[config.mk]
export PLATFORM = sky130hd
export DESIGN_NAME = if_fetch_unit
export DESIGN_NICKNAME = d
export VERILOG_FILES = /design/src/rtl/if_fetch_unit_pkg.sv /design/src/rtl/if_fetch_unit_skid_buf.sv /design/src/rtl/if_fetch_unit.sv
export SDC_FILE = /design/constraint.sdc
export NUM_CORES = 1
export LEC_CHECK = 0
export ABC_CLOCK_PERIOD_IN_PS = 4000
export BUFFER_PORTS_ARGS = -buffer_cell sky130_fd_sc_hd__buf_4
export CORE_ASPECT_RATIO = 2
export CORE_UTILIZATION = 60
export CTS_BUF_LIST = sky130_fd_sc_hd__clkbuf_8
export DETAILED_ROUTE_END_ITERATION = 16
export PLACE_DENSITY = 0.87
export SYNTH_ARGS = -nofsm -noshare
export SYNTH_HDL_FRONTEND = slang
export SYNTH_HIERARCHICAL = 1
export SYNTH_SLANG_ARGS = --single-unit
[constraint.sdc]
create_clock -name clk -period 4 [get_ports clk]
set_clock_uncertainty 0.2 [all_clocks]
set_input_delay 0.4 -clock clk [delete_from_list [all_inputs] [get_ports clk]]
set_output_delay 0.4 -clock clk [all_outputs]
set_load 0.01 [all_outputs]
[src/rtl/if_fetch_unit_pkg.sv]
// ============================================================================
// if_fetch_unit_pkg
// ----------------------------------------------------------------------------
// Shared definitions for the RV32I instruction-fetch stage:
//   - reset PC and NOP instruction defaults
//   - fetch state machine encodings (2-bit, kept as plain constants so the
//     encodings match older code that compares raw state values)
//   - major opcode constants also used by the immediate generator
//   - the {inst, pc} pair that moves through the output buffer
//   - small PC helper functions
// ============================================================================
package if_fetch_unit_pkg;

    localparam logic [31:0] DEF_RESET_PC = 32'h0000_0000;
    localparam logic [31:0] DEF_NOP_INST = 32'h0000_0013;   // addi x0,x0,0

    // Fetch state machine encodings
    localparam logic [1:0] S_REQ  = 2'b00;   // presenting a request to imem
    localparam logic [1:0] S_WAIT = 2'b01;   // request accepted, waiting for data
    localparam logic [1:0] S_HOLD = 2'b10;   // data parked in the hold register
    localparam logic [1:0] S_DROP = 2'b11;   // outstanding response is stale

    // RV32I major opcodes
    localparam logic [6:0] OPC_LUI      = 7'b0110111;
    localparam logic [6:0] OPC_AUIPC    = 7'b0010111;
    localparam logic [6:0] OPC_JAL      = 7'b1101111;
    localparam logic [6:0] OPC_JALR     = 7'b1100111;
    localparam logic [6:0] OPC_BRANCH   = 7'b1100011;
    localparam logic [6:0] OPC_LOAD     = 7'b0000011;
    localparam logic [6:0] OPC_STORE    = 7'b0100011;
    localparam logic [6:0] OPC_OP_IMM   = 7'b0010011;
    localparam logic [6:0] OPC_OP       = 7'b0110011;
    localparam logic [6:0] OPC_MISC_MEM = 7'b0001111;
    localparam logic [6:0] OPC_SYSTEM   = 7'b1110011;

    // One fetched instruction together with the address it came from
    typedef struct packed {
        logic [31:0] inst;
        logic [31:0] pc;
    } fetch_pair_t;

    // Instructions are word aligned, so the low two address bits are dropped
    function automatic logic [31:0] alignPc(input logic [31:0] addr);
        return addr & 32'hFFFF_FFFC;
    endfunction

    // Sequential PC; wraps naturally at 2^32
    function automatic logic [31:0] nextPc(input logic [31:0] addr);
        return addr + 32'd4;
    endfunction

endpackage

[src/rtl/if_fetch_unit_skid_buf.sv]
// ============================================================================
// if_skid_buf
// ----------------------------------------------------------------------------
// Output side of the fetch stage: the register pair seen by ID plus a single
// hold register used when a memory response lands while ID is stalled.
//
// Ports:
//   clk, rst_n     clock, synchronous active-low reset
//   i_flush        drop both the output entry and the hold entry
//   i_load         write i_data straight into the output registers
//   i_capture      park i_data in the hold register
//   i_release      move the hold register into the output registers
//   i_data         incoming {inst, pc}
//   i_id_ready     ID consumes the output entry when it is valid
//   o_id_valid     output entry valid
//   o_id_inst      instruction to ID (NOP whenever o_id_valid is low)
//   o_id_pc        PC of o_id_inst
//   o_slot_free    output registers can accept a new entry this cycle
// ============================================================================
module if_skid_buf
    import if_fetch_unit_pkg::*;
#(
    parameter logic [31:0] NOP_INST = DEF_NOP_INST
) (
    input  logic        clk,
    input  logic        rst_n,
    input  logic        i_flush,
    input  logic        i_load,
    input  logic        i_capture,
    input  logic        i_release,
    input  fetch_pair_t i_data,
    input  logic        i_id_ready,
    output logic        o_id_valid,
    output logic [31:0] o_id_inst,
    output logic [31:0] o_id_pc,
    output logic        o_slot_free
);

    logic        r_outValid;
    logic [31:0] r_outInst;
    logic [31:0] r_outPc;
    logic        r_holdValid;
    logic [31:0] r_holdInst;
    logic [31:0] r_holdPc;

    // Output and hold registers. Flush wins over everything; a direct load
    // and a release are mutually exclusive by construction of the fetch FSM.
    // A release is only honoured when the hold register actually has data.
    always_ff @(posedge clk) begin
        if (!rst_n) begin
            r_outValid  <= 1'b0;
            r_outInst   <= NOP_INST;
            r_outPc     <= 32'h0000_0000;
            r_holdValid <= 1'b0;
            r_holdInst  <= NOP_INST;
            r_holdPc    <= 32'h0000_0000;
        end else if (i_flush) begin
            r_outValid  <= 1'b0;
            r_holdValid <= 1'b0;
        end else begin
            if (i_load) begin
                r_outValid <= 1'b1;
                r_outInst  <= i_data.inst;
                r_outPc    <= i_data.pc;
            end else if (i_release && r_holdValid) begin
                r_outValid  <= 1'b1;
                r_outInst   <= r_holdInst;
                r_outPc     <= r_holdPc;
                r_holdValid <= 1'b0;
            end else if (r_outValid && i_id_ready) begin
                r_outValid <= 1'b0;
            end

            if (i_capture) begin
                r_holdValid <= 1'b1;
                r_holdInst  <= i_data.inst;
                r_holdPc    <= i_data.pc;
            end
        end
    end

    assign o_id_valid  = r_outValid;
    assign o_id_inst   = r_outValid ? r_outInst : NOP_INST;
    assign o_id_pc     = r_outPc;
    assign o_slot_free = !r_outValid || i_id_ready;

endmodule

[src/rtl/if_fetch_unit.sv]
// ============================================================================
// if_fetch_unit
// ----------------------------------------------------------------------------
// Instruction-fetch stage of the single-issue RV32I core. Owns the PC, keeps
// at most one request outstanding on the instruction memory interface and
// hands {inst, pc, valid} to ID through if_skid_buf. Redirects from EX flush
// everything in flight and restart fetch at the new target.
//
// Ports:
//   clk, rst_n       clock, synchronous active-low reset
//   redirect_valid   EX taken branch/jump (highest priority)
//   redirect_pc      redirect target, low two bits ignored
//   imem_req         fetch request valid
//   imem_addr        fetch address (always the current PC)
//   imem_ready       memory accepts when imem_req & imem_ready
//   imem_rvalid      one read response per accepted request
//   imem_rdata       instruction word of the response
//   id_valid         id_inst/id_pc valid
//   id_inst          instruction to ID (NOP when id_valid is low)
//   id_pc            PC of id_inst
//   id_ready         ID consumes when id_valid & id_ready
// ============================================================================
module if_fetch_unit
    import if_fetch_unit_pkg::*;
#(
    parameter logic [31:0] RESET_PC = DEF_RESET_PC,
    parameter logic [31:0] NOP_INST = DEF_NOP_INST
) (
    input  logic        clk,
    input  logic        rst_n,
    input  logic        redirect_valid,
    input  logic [31:0] redirect_pc,
    output logic        imem_req,
    output logic [31:0] imem_addr,
    input  logic        imem_ready,
    input  logic        imem_rvalid,
    input  logic [31:0] imem_rdata,
    output logic        id_valid,
    output logic [31:0] id_inst,
    output logic [31:0] id_pc,
    input  logic        id_ready
);

    logic [1:0]  r_state;
    logic [31:0] r_pc;

    logic [1:0]  w_nextState;
    logic [31:0] w_nextPc;
    logic        w_req;
    logic        w_accept;
    logic        w_flush;
    logic        w_load;
    logic        w_capture;
    logic        w_release;
    logic        w_slotFree;
    fetch_pair_t w_fetchData;

    // The request is gated with rst_n so nothing is offered to memory while
    // the stage is held in reset, even though the state already reads S_REQ.
    assign w_req       = rst_n && (r_state == S_REQ);
    assign w_accept    = w_req && imem_ready;
    assign imem_req    = w_req;
    assign imem_addr   = r_pc;
    assign w_fetchData = '{inst: imem_rdata, pc: r_pc};

    // Next-state / next-PC logic. A redirect overrides every other event in
    // the same cycle. When a request is still outstanding after a redirect
    // the FSM parks in S_DROP so that the stale response is swallowed rather
    // than mistaken for data from the new target. A redirect arriving in
    // S_DROP retargets the PC but must keep waiting for the old response,
    // unless that response shows up in the same cycle.
    always_comb begin
        w_nextState = r_state;
        w_nextPc    = r_pc;
        w_flush     = 1'b0;
        w_load      = 1'b0;
        w_capture   = 1'b0;
        w_release   = 1'b0;

        if (redirect_valid) begin
            w_flush  = 1'b1;
            w_nextPc = alignPc(redirect_pc);
            case (r_state)
                S_REQ:   w_nextState = w_accept    ? S_DROP : S_REQ;
                S_WAIT:  w_nextState = imem_rvalid ? S_REQ  : S_DROP;
                S_HOLD:  w_nextState = S_REQ;
                S_DROP:  w_nextState = imem_rvalid ? S_REQ  : S_DROP;
                default: w_nextState = S_REQ;
            endcase
        end else begin
            case (r_state)
                S_REQ: begin
                    if (w_accept) begin
                        w_nextState = S_WAIT;
                    end
                end
                S_WAIT: begin
                    if (imem_rvalid) begin
                        if (w_slotFree) begin
                            w_load      = 1'b1;
                            w_nextPc    = nextPc(r_pc);
                            w_nextState = S_REQ;
                        end else begin
                            w_capture   = 1'b1;
                            w_nextState = S_HOLD;
                        end
                    end
                end
                S_HOLD: begin
                    if (id_ready) begin
                        w_release   = 1'b1;
                        w_nextPc    = nextPc(r_pc);
                        w_nextState = S_REQ;
                    end
                end
                S_DROP: begin
                    if (imem_rvalid) begin
                        w_nextState = S_REQ;
                    end
                end
                default: w_nextState = S_REQ;
            endcase
        end
    end

    // State and PC registers
    always_ff @(posedge clk) begin
        if (!rst_n) begin
            r_state <= S_REQ;
            r_pc    <= RESET_PC;
        end else begin
            r_state <= w_nextState;
            r_pc    <= w_nextPc;
        end
    end

    if_skid_buf #(
        .NOP_INST (NOP_INST)
    ) u_skid (
        .clk         (clk),
        .rst_n       (rst_n),
        .i_flush     (w_flush),
        .i_load      (w_load),
        .i_capture   (w_capture),
        .i_release   (w_release),
        .i_data      (w_fetchData),
        .i_id_ready  (id_ready),
        .o_id_valid  (id_valid),
        .o_id_inst   (id_inst),
        .o_id_pc     (id_pc),
        .o_slot_free (w_slotFree)
    );

endmodule
==> results of run 1 <==
==> cell type report <==
class,count,area [um^2],area share (%)
clock buffer,18,247.7,2.567
clock inverter,11,165.2,1.712
inverter,8,35.03,0.3631
multi-input combinational,624,4134,42.84
sequential,162,3243,33.61
tap,150,187.7,1.945
timing repair buffer,202,1637,16.96
==> synthesized netlist by cell type (all sizes together), types with 2 or more instances <==
cell type | n | area, um^2
and3 | 5 | 31.28
nand4 | 8 | 50.05
inv | 8 | 30.03
a211o | 2 | 17.52
dfxtp | 162 | 3243
clkbuf | 38 | 146.4
nor2 | 10 | 37.54
and2 | 30 | 187.7
o21ai | 35 | 175.2
o31ai | 13 | 97.59
nor3 | 6 | 30.03
nand3 | 19 | 95.09
nand2b | 7 | 43.79
a21oi | 143 | 715.7
xnor2 | 8 | 70.07
a211oi | 4 | 30.03
mux2i | 61 | 610.6
o311a | 2 | 20.02
nor2b | 4 | 25.02
and4 | 4 | 35.03
or3 | 4 | 25.02
or4 | 15 | 112.6
a311oi | 62 | 855.8
a31oi | 16 | 100.1
buf | 48 | 287.8
nand3b | 2 | 27.53
nand2 | 143 | 536.8
a2111oi | 4 | 41.29
==> stage by stage <==
stage / util [%] / total power [uW] / area (um^2)
after floorplan: - / 1927 / 7816
after global placement: 70.93 / 2067 / 8956
after detailed placement: 70.93 / 2074 / 8956
after CTS: 76.34 / 3334 / 9639
after global routing: 76.42 / 3449 / 9649
final: 76.42 / 3321 / 9649
==> critical path, cell delays in order, from the launching register on <==
cell,delay (ns)
dfxtp_1,0.56
or3b_2,0.53
nor2_4,0.15
buf_4,0.54
a21oi_1,0.22
a2111oi_0,0.46
o21ai_1,0.10
==> power by group through the flow <==
stage | clock, uW | combinational (uW) | sequential (uW)
6_report | 1260 | 355 | 1710
5_1_grt | 1350 | 383 | 1710
4_1_cts | 1280 | 353 | 1710
3_5_place_dp | 0 | 329 | 1740
3_3_place_gp | 0 | 324 | 1740
2_1_floorplan | 0 | 191 | 1740
==> worst max path at each step <==
stage | start | to | slack [ns] | cells after the start
2_1_floorplan | r_state[0]$_SDFFE_PN0P_ | u_skid/r_holdPc[24]$_SDFFE_PN0P_ | 1.82 | 9
3_3_place_gp | redirect_valid | u_skid/r_outInst[1]$_SDFFE_PN1P_ | 1.10 | 7
3_5_place_dp | redirect_valid | u_skid/r_outInst[1]$_SDFFE_PN1P_ | 1.04 | 7
4_1_cts | r_state[0]$_SDFFE_PN0P_ | u_skid/r_outInst[1]$_SDFFE_PN1P_ | 1.09 | 6
5_1_grt | r_state[0]$_SDFFE_PN0P_ | u_skid/r_outInst[0]$_SDFFE_PN1P_ | 0.96 | 6
6_report | r_state[0]$_SDFFE_PN0P_ | u_skid/r_outInst[1]$_SDFFE_PN1P_ | 1.10 | 6
==> layer usage <==
metal	routed length [um]	vias up
met5	0	-
met4	669	0
met3	1014	54
met2	10490	263
met1	7749	3331
li1	-	3471
==> timing repair <==
action,CTS,global route
setup buffers,0,0
hold buffers,27,1
endpoints found under the hold margin,27,1
==> cell families (layout without fill, tap and decap cells) <==
family                   count (synthesis)  count (layout)  synth area share (%)
AO/OA/AOI/OAI                          287             287                 27.02
flip-flops                             162             162                 41.59
other                                    1               6               0.04809
multiplexers                            61              61                 7.831
AND/OR/NAND/NOR                        261             261                 16.50
adder cells (fa/ha/maj)                  1               1                0.1604
buffers and inverters                   94             239                 5.953
XOR/XNOR                                 8               8                0.8986
==> sequential cells by signal (all words and copies together) (netlist names) <==
register / count
u_skid/r_holdValid: 1
imem_addr: 30
r_state: 2
u_skid/o_id_valid: 1
u_skid/r_holdPc: 32
u_skid/o_id_pc: 32
u_skid/r_outInst: 32
u_skid/r_holdInst: 32
==> run_results.csv, run 1 <==
group,metric,value,unit
clock_tree,htree_levels,4,
drt,totalWireLength,19930,um
drt,drtIter0Drc,478,
synth,synth_cell_types,49,
clock_tree,clock-root-buffer,"clkbuf_8",
power_and_ir_drop,internal_power,2500,uW
power_and_ir_drop,leakage,0.003290,uW
timing,final.min_clock_period,2.901,ns
power_and_ir_drop,clkPwrFrac,37.9,%
drt,drc,0,
worst_setup_path,r2r_setup_slack,1.10,ns
worst_setup_path,path_class,"flip-flop to flip-flop",
power_and_ir_drop,p_comb_share,10.7,%
timing,worst_pin_slew,0.8020,ns
timing,hold_viol_final,0,
worst_setup_path,worstReg2RegStart,"r_state[0]$_SDFFE_PN0P_",
die,dieArea,13480,um^2
hold_path,min_path_type,"primary input to flip-flop",
die,ios,168,
synth,synth_ff_type,"dfxtp_1",
power_and_ir_drop,p_sw,821.5,uW
placement,port_buffers,163,
worst_setup_path,endpoint_kind,"flip-flop",
clock_tree,cts_tree,"yes",
synth,synth.cell_area,7797,um^2
power_and_ir_drop,ir_drop,0.2341,mV
synth,syn_inst,875,
clock_tree,cts.path.max_buffers,2,
die,start_util,61.75,%
clock_tree,clk-insertion-delay-late,0.44,ns
worst_setup_path,rr_worst_depth,6,
placement,place_ws,1.043,ns
clock_tree,cts_buffers,17,
power_and_ir_drop,seqPwrFrac,51.4,%
worst_setup_path,crit_path_start_kind,"flip-flop",
timing,fmax,0.3447,GHz
synth,yosys_warnings,6,
timing,setup_tns,0,ns
power_and_ir_drop,switching_share,24.74,%
finish,num_antenna_cells,0,
hold_path,hold_depth,3,
synth,synthArstFlopShare,0,%
drt,num_vias,7119,
drt,ant_nets,0,
finish,area_delta_synth_final,23.75,%
clock_tree,postCtsResizedCells,0,
die,die_x,82.61,um
grt,antenna_found_initial,0,
timing,slew_viol_final,0,
worst_setup_path,worstPathRequired,4.10,ns
clock_tree,cts_sinks,162,
finish,drive_gt1_share,25.66,%
timing,slew_headroom,46.43,%
synth,ys_seq_area_share,41.59,%
synth,synth_edf_count,0,
grt,busiest_layer,"met2",
placement,dp_hpwl,12640,um
finish,nFillCells,849,
power_and_ir_drop,powerDensity,344.2,nW/um^2
grt,met3_usage,6.313,%
die,core_area,12630,um^2
worst_setup_path,r2r-end,"u_skid/r_outInst[1]$_SDFFE_PN1P_",
worst_setup_path,cp_max_fo,41,
grt,grt_max_degree,85,
grt,grt_pass1_wl,31730,um
finish,layout_commonest_cell,"buf_4",
finish,nets,1086,
flow_run,max_cap_violations,0,
timing,setup_violations,0,
placement,routabilityCongestion,0.8375,
finish,layout_common_cells,"buf_4 (170), dfxtp_1 (162), nand2_1 (143), a21oi_1 (143), mux2i_1 (61)",
die,rows,58,
status,status,"completed",
grt,grtUsageMet2,51.54,%
drt,firstDrtPassIters,5,
worst_setup_path,arrival,3.01,ns
die,die_h,163.2,um
grt,grt_usage,30.29,%
hold_path,hold_path_end,"u_skid/r_holdInst[3]$_SDFFE_PN0P_",
timing,rsz0062_at_grt,"false",
drt,routed_via_density,6.059,
timing,setup_slack,1.099,ns
placement,dpl.cell_count,1118,
hold_path,hp-start,"imem_rdata[3]",
timing,whs,0.02495,ns
drt,drt-wirelength-per-cell,16.96,um
grt,use_met1,35.25,%
synth,syn_area_per_cell,8.911,um^2
grt,grt_pass1_vias,6621,
timing,period_share,72.53,%
synth,ys_seq_elements,162,
grt,grt-ovfl-total,0,
finish,final_cells,1175,
clock_tree,path_clk_slew,0.08,ns
Power figures use the tool's default switching activity.
==> run 2, diff against run 1 <==
--- a/config.mk
+++ b/config.mk
@@ -5,13 +5,13 @@
 export SDC_FILE = /design/constraint.sdc
 export NUM_CORES = 1
 export LEC_CHECK = 0
-export ABC_CLOCK_PERIOD_IN_PS = 4000
+export ABC_CLOCK_PERIOD_IN_PS = 2300
 export BUFFER_PORTS_ARGS = -buffer_cell sky130_fd_sc_hd__buf_4
 export CORE_ASPECT_RATIO = 2
-export CORE_UTILIZATION = 60
+export CORE_UTILIZATION = 51
 export CTS_BUF_LIST = sky130_fd_sc_hd__clkbuf_8
 export DETAILED_ROUTE_END_ITERATION = 16
-export PLACE_DENSITY = 0.87
+export PLACE_DENSITY = 0.78
 export SYNTH_ARGS = -nofsm -noshare
 export SYNTH_HDL_FRONTEND = slang
 export SYNTH_HIERARCHICAL = 1
==> constraint.sdc (replaced) <==
create_clock -name clk -period 2.3 [get_ports clk]
set_clock_uncertainty 0.2 [all_clocks]
set_input_delay 0.23 -clock clk [delete_from_list [all_inputs] [get_ports clk]]
set_output_delay 0.23 -clock clk [all_outputs]
set_load 0.01 [all_outputs]
==> run_results.csv, run 2 (synthesis gave the netlist of run 1 again) <==
group,metric,value,unit
drt,ant_nets,0,
die,rows,63,
power_and_ir_drop,powerDensity,549.3,nW/um^2
timing,slew_viol_final,0,
finish,layout_common_cells,"buf_4 (211), dfxtp_1 (159), nand2_1 (143), a21oi_1 (143), dlygate4sd3_1 (78)",
drt,drt-wirelength-per-cell,17.54,um
clock_tree,path_clk_slew,0.10,ns
worst_setup_path,cp_max_fo,8,
timing,period_share,97.96,%
worst_setup_path,worstReg2RegStart,"imem_addr[9]$_SDFFE_PN0P_",
clock_tree,clk-insertion-delay-late,0.45,ns
drt,firstDrtPassIters,5,
drt,num_vias,7746,
drt,drc,0,
finish,drive_gt1_share,28.95,%
finish,area_delta_synth_final,39.09,%
timing,hold_viol_final,0,
worst_setup_path,slowest_stage,"a2111o_2",
finish,nets,1191,
hold_path,hold_depth,5,
die,dieArea,15820,um^2
clock_tree,cts_buffers,17,
finish,nFillCells,1017,
placement,dpl.cell_count,1209,
timing,final.min_clock_period,2.253,ns
worst_setup_path,crit_path_max_incr_delay,0.55,ns
power_and_ir_drop,ir_drop,0.4072,mV
worst_setup_path,path_class,"flip-flop to flip-flop",
worst_setup_path,crit_chain,"nand3_1 -> a2111o_2 -> or4_1 -> a31oi_1",
grt,grt_pass1_vias,7153,
worst_setup_path,arrival,2.42,ns
clock_tree,cts.path.max_buffers,2,
timing,setup_violations,0,
grt,grt_max_degree,73,
finish,design_area,10850,um^2
worst_setup_path,r2r_setup_slack,0.05,ns
grt,grt_pass1_wl,34440,um
drt,wl_met2,12400,um
grt,grt_usage,28.29,%
drt,totalWireLength,23300,um
flow_run,max_cap_violations,0,
clock_tree,cts_tree,"yes",
die,core_area,14900,um^2
clock_tree,htree_levels,4,
grt,antenna_found_initial,0,
status,status,"completed",
hold_path,min_path_type,"primary input to flip-flop",
finish,num_antenna_cells,0,
worst_setup_path,worstPathRequired,2.46,ns
placement,dpl-instance-area,9483,um^2
placement,routabilityCongestion,0.9337,
placement,port_buffers,163,
drt,routed_via_density,5.833,
drt,drtIter0Drc,476,
drt,wl_met1,8394,um
hold_path,hold_path_end,"r_state[1]$_SDFFE_PN0P_",
finish,finalCoreUtilization,72.80,%
clock_tree,clock-root-buffer,"clkbuf_8",
timing,fmax,0.4438,GHz
die,ios,168,
worst_setup_path,endpoint_kind,"flip-flop",
drt,wl_met3,1265,um
die,die_h,176.9,um
power_and_ir_drop,leakage,0.003815,uW
placement,dp_hpwl,13970,um
grt,grt-ovfl-total,0,
hold_path,hp-start,"imem_rvalid",
clock_tree,cts_sinks,162,
die,start_util,52.34,%
worst_setup_path,crit_path_start_kind,"flip-flop",
die,die_x,89.44,um
worst_setup_path,rr_worst_depth,4,
finish,final_cells,1328,
timing,whs,0.03327,ns
power_and_ir_drop,power.total,5958,uW
drt,top_layer_used,"met4",
finish,layout_commonest_cell,"buf_4",
worst_setup_path,r2r-end,"imem_addr[18]$_SDFFE_PN0P_",
[run 2: cell count changes in the layout (fill, tap and decap cells not counted), sizes merged]
cell and delta:
bufinv -1, a2111o +1, clkinv -1, dlygate4sd3 +50, clkbuf +2, inv +4, clkinvlp +2, buf +51
[run 2: timing repair]
| action | in CTS | in global routing |
|---|---|---|
| buffers inserted | 1 | 4 |
| pin swaps | 1 | 3 |
| hold buffers | 78 | 0 |
| resized for setup | 1 | 12 |
| hold endpoints to repair | 88 | 0 |
| cloned | 0 | 4 |
| endpoints found under the setup margin | 23 | 103 |
[run 2: report_power, final]
group          leakage [uW]  internal, uW  switching, uW
Combinational       0.00229           424            420
Sequential          0.00132          2870           67.8
Clock              0.000210          1080           1100
Total               0.00381          4370           1580
[run 2: cell type report]
type | instances | area (um^2) | area share [%]
multi-input cells | 625 | 4165 | 38.41
flip-flops and latches | 162 | 3249 | 29.96
repair buffers | 306 | 2735 | 25.22
well taps | 195 | 244.0 | 2.250
clock buffers | 17 | 234.0 | 2.157
clock inverters | 15 | 182.7 | 1.684
inverters | 8 | 35.03 | 0.3230
[run 2: how the worst max path moves through the flow]
stage | cells after the start | slack [ns] | startpoint | end
after floorplan | 9 | 0.12 | r_state[0]$_SDFFE_PN0P_ | u_skid/r_holdPc[24]$_SDFFE_PN0P_
after global placement | 6 | 0.06 | id_ready | imem_addr[26]$_SDFFE_PN0P_
after detailed placement | 6 | -0.03 | id_ready | imem_addr[24]$_SDFFE_PN0P_
after CTS | 4 | 0.03 | imem_addr[4]$_SDFFE_PN0P_ | imem_addr[24]$_SDFFE_PN0P_
after global routing | 5 | -0.009 | imem_addr[3]$_SDFFE_PN0P_ | imem_addr[24]$_SDFFE_PN0P_
final | 4 | 0.05 | imem_addr[9]$_SDFFE_PN0P_ | imem_addr[18]$_SDFFE_PN0P_
[run 2: critical path, delay by kind of cell (launching register included)]
| kind | cells | cell delay [ns] |
|---|---|---|
| compound gates | 2 | 0.77 |
| simple gates | 2 | 0.72 |
| flops | 1 | 0.47 |
[run 2: through the flow]
step	setup TNS (ns)	setup WS (ns)
global placement	0	0.06053
finish	0	0.04696
CTS	0	0.02918
floorplan	0	0.1233
global route	-0.009128	-0.009128
detailed placement	-0.1182	-0.03478
[run 2: routing by layer]
| metal | up-vias | global-route usage (%) |
|---|---|---|
| met5 | - | 0 |
| met4 | 0 | 18.06 |
| met3 | 91 | 4.664 |
| met2 | 335 | 49.40 |
| met1 | 3634 | 30.60 |
| li1 | 3686 | - |
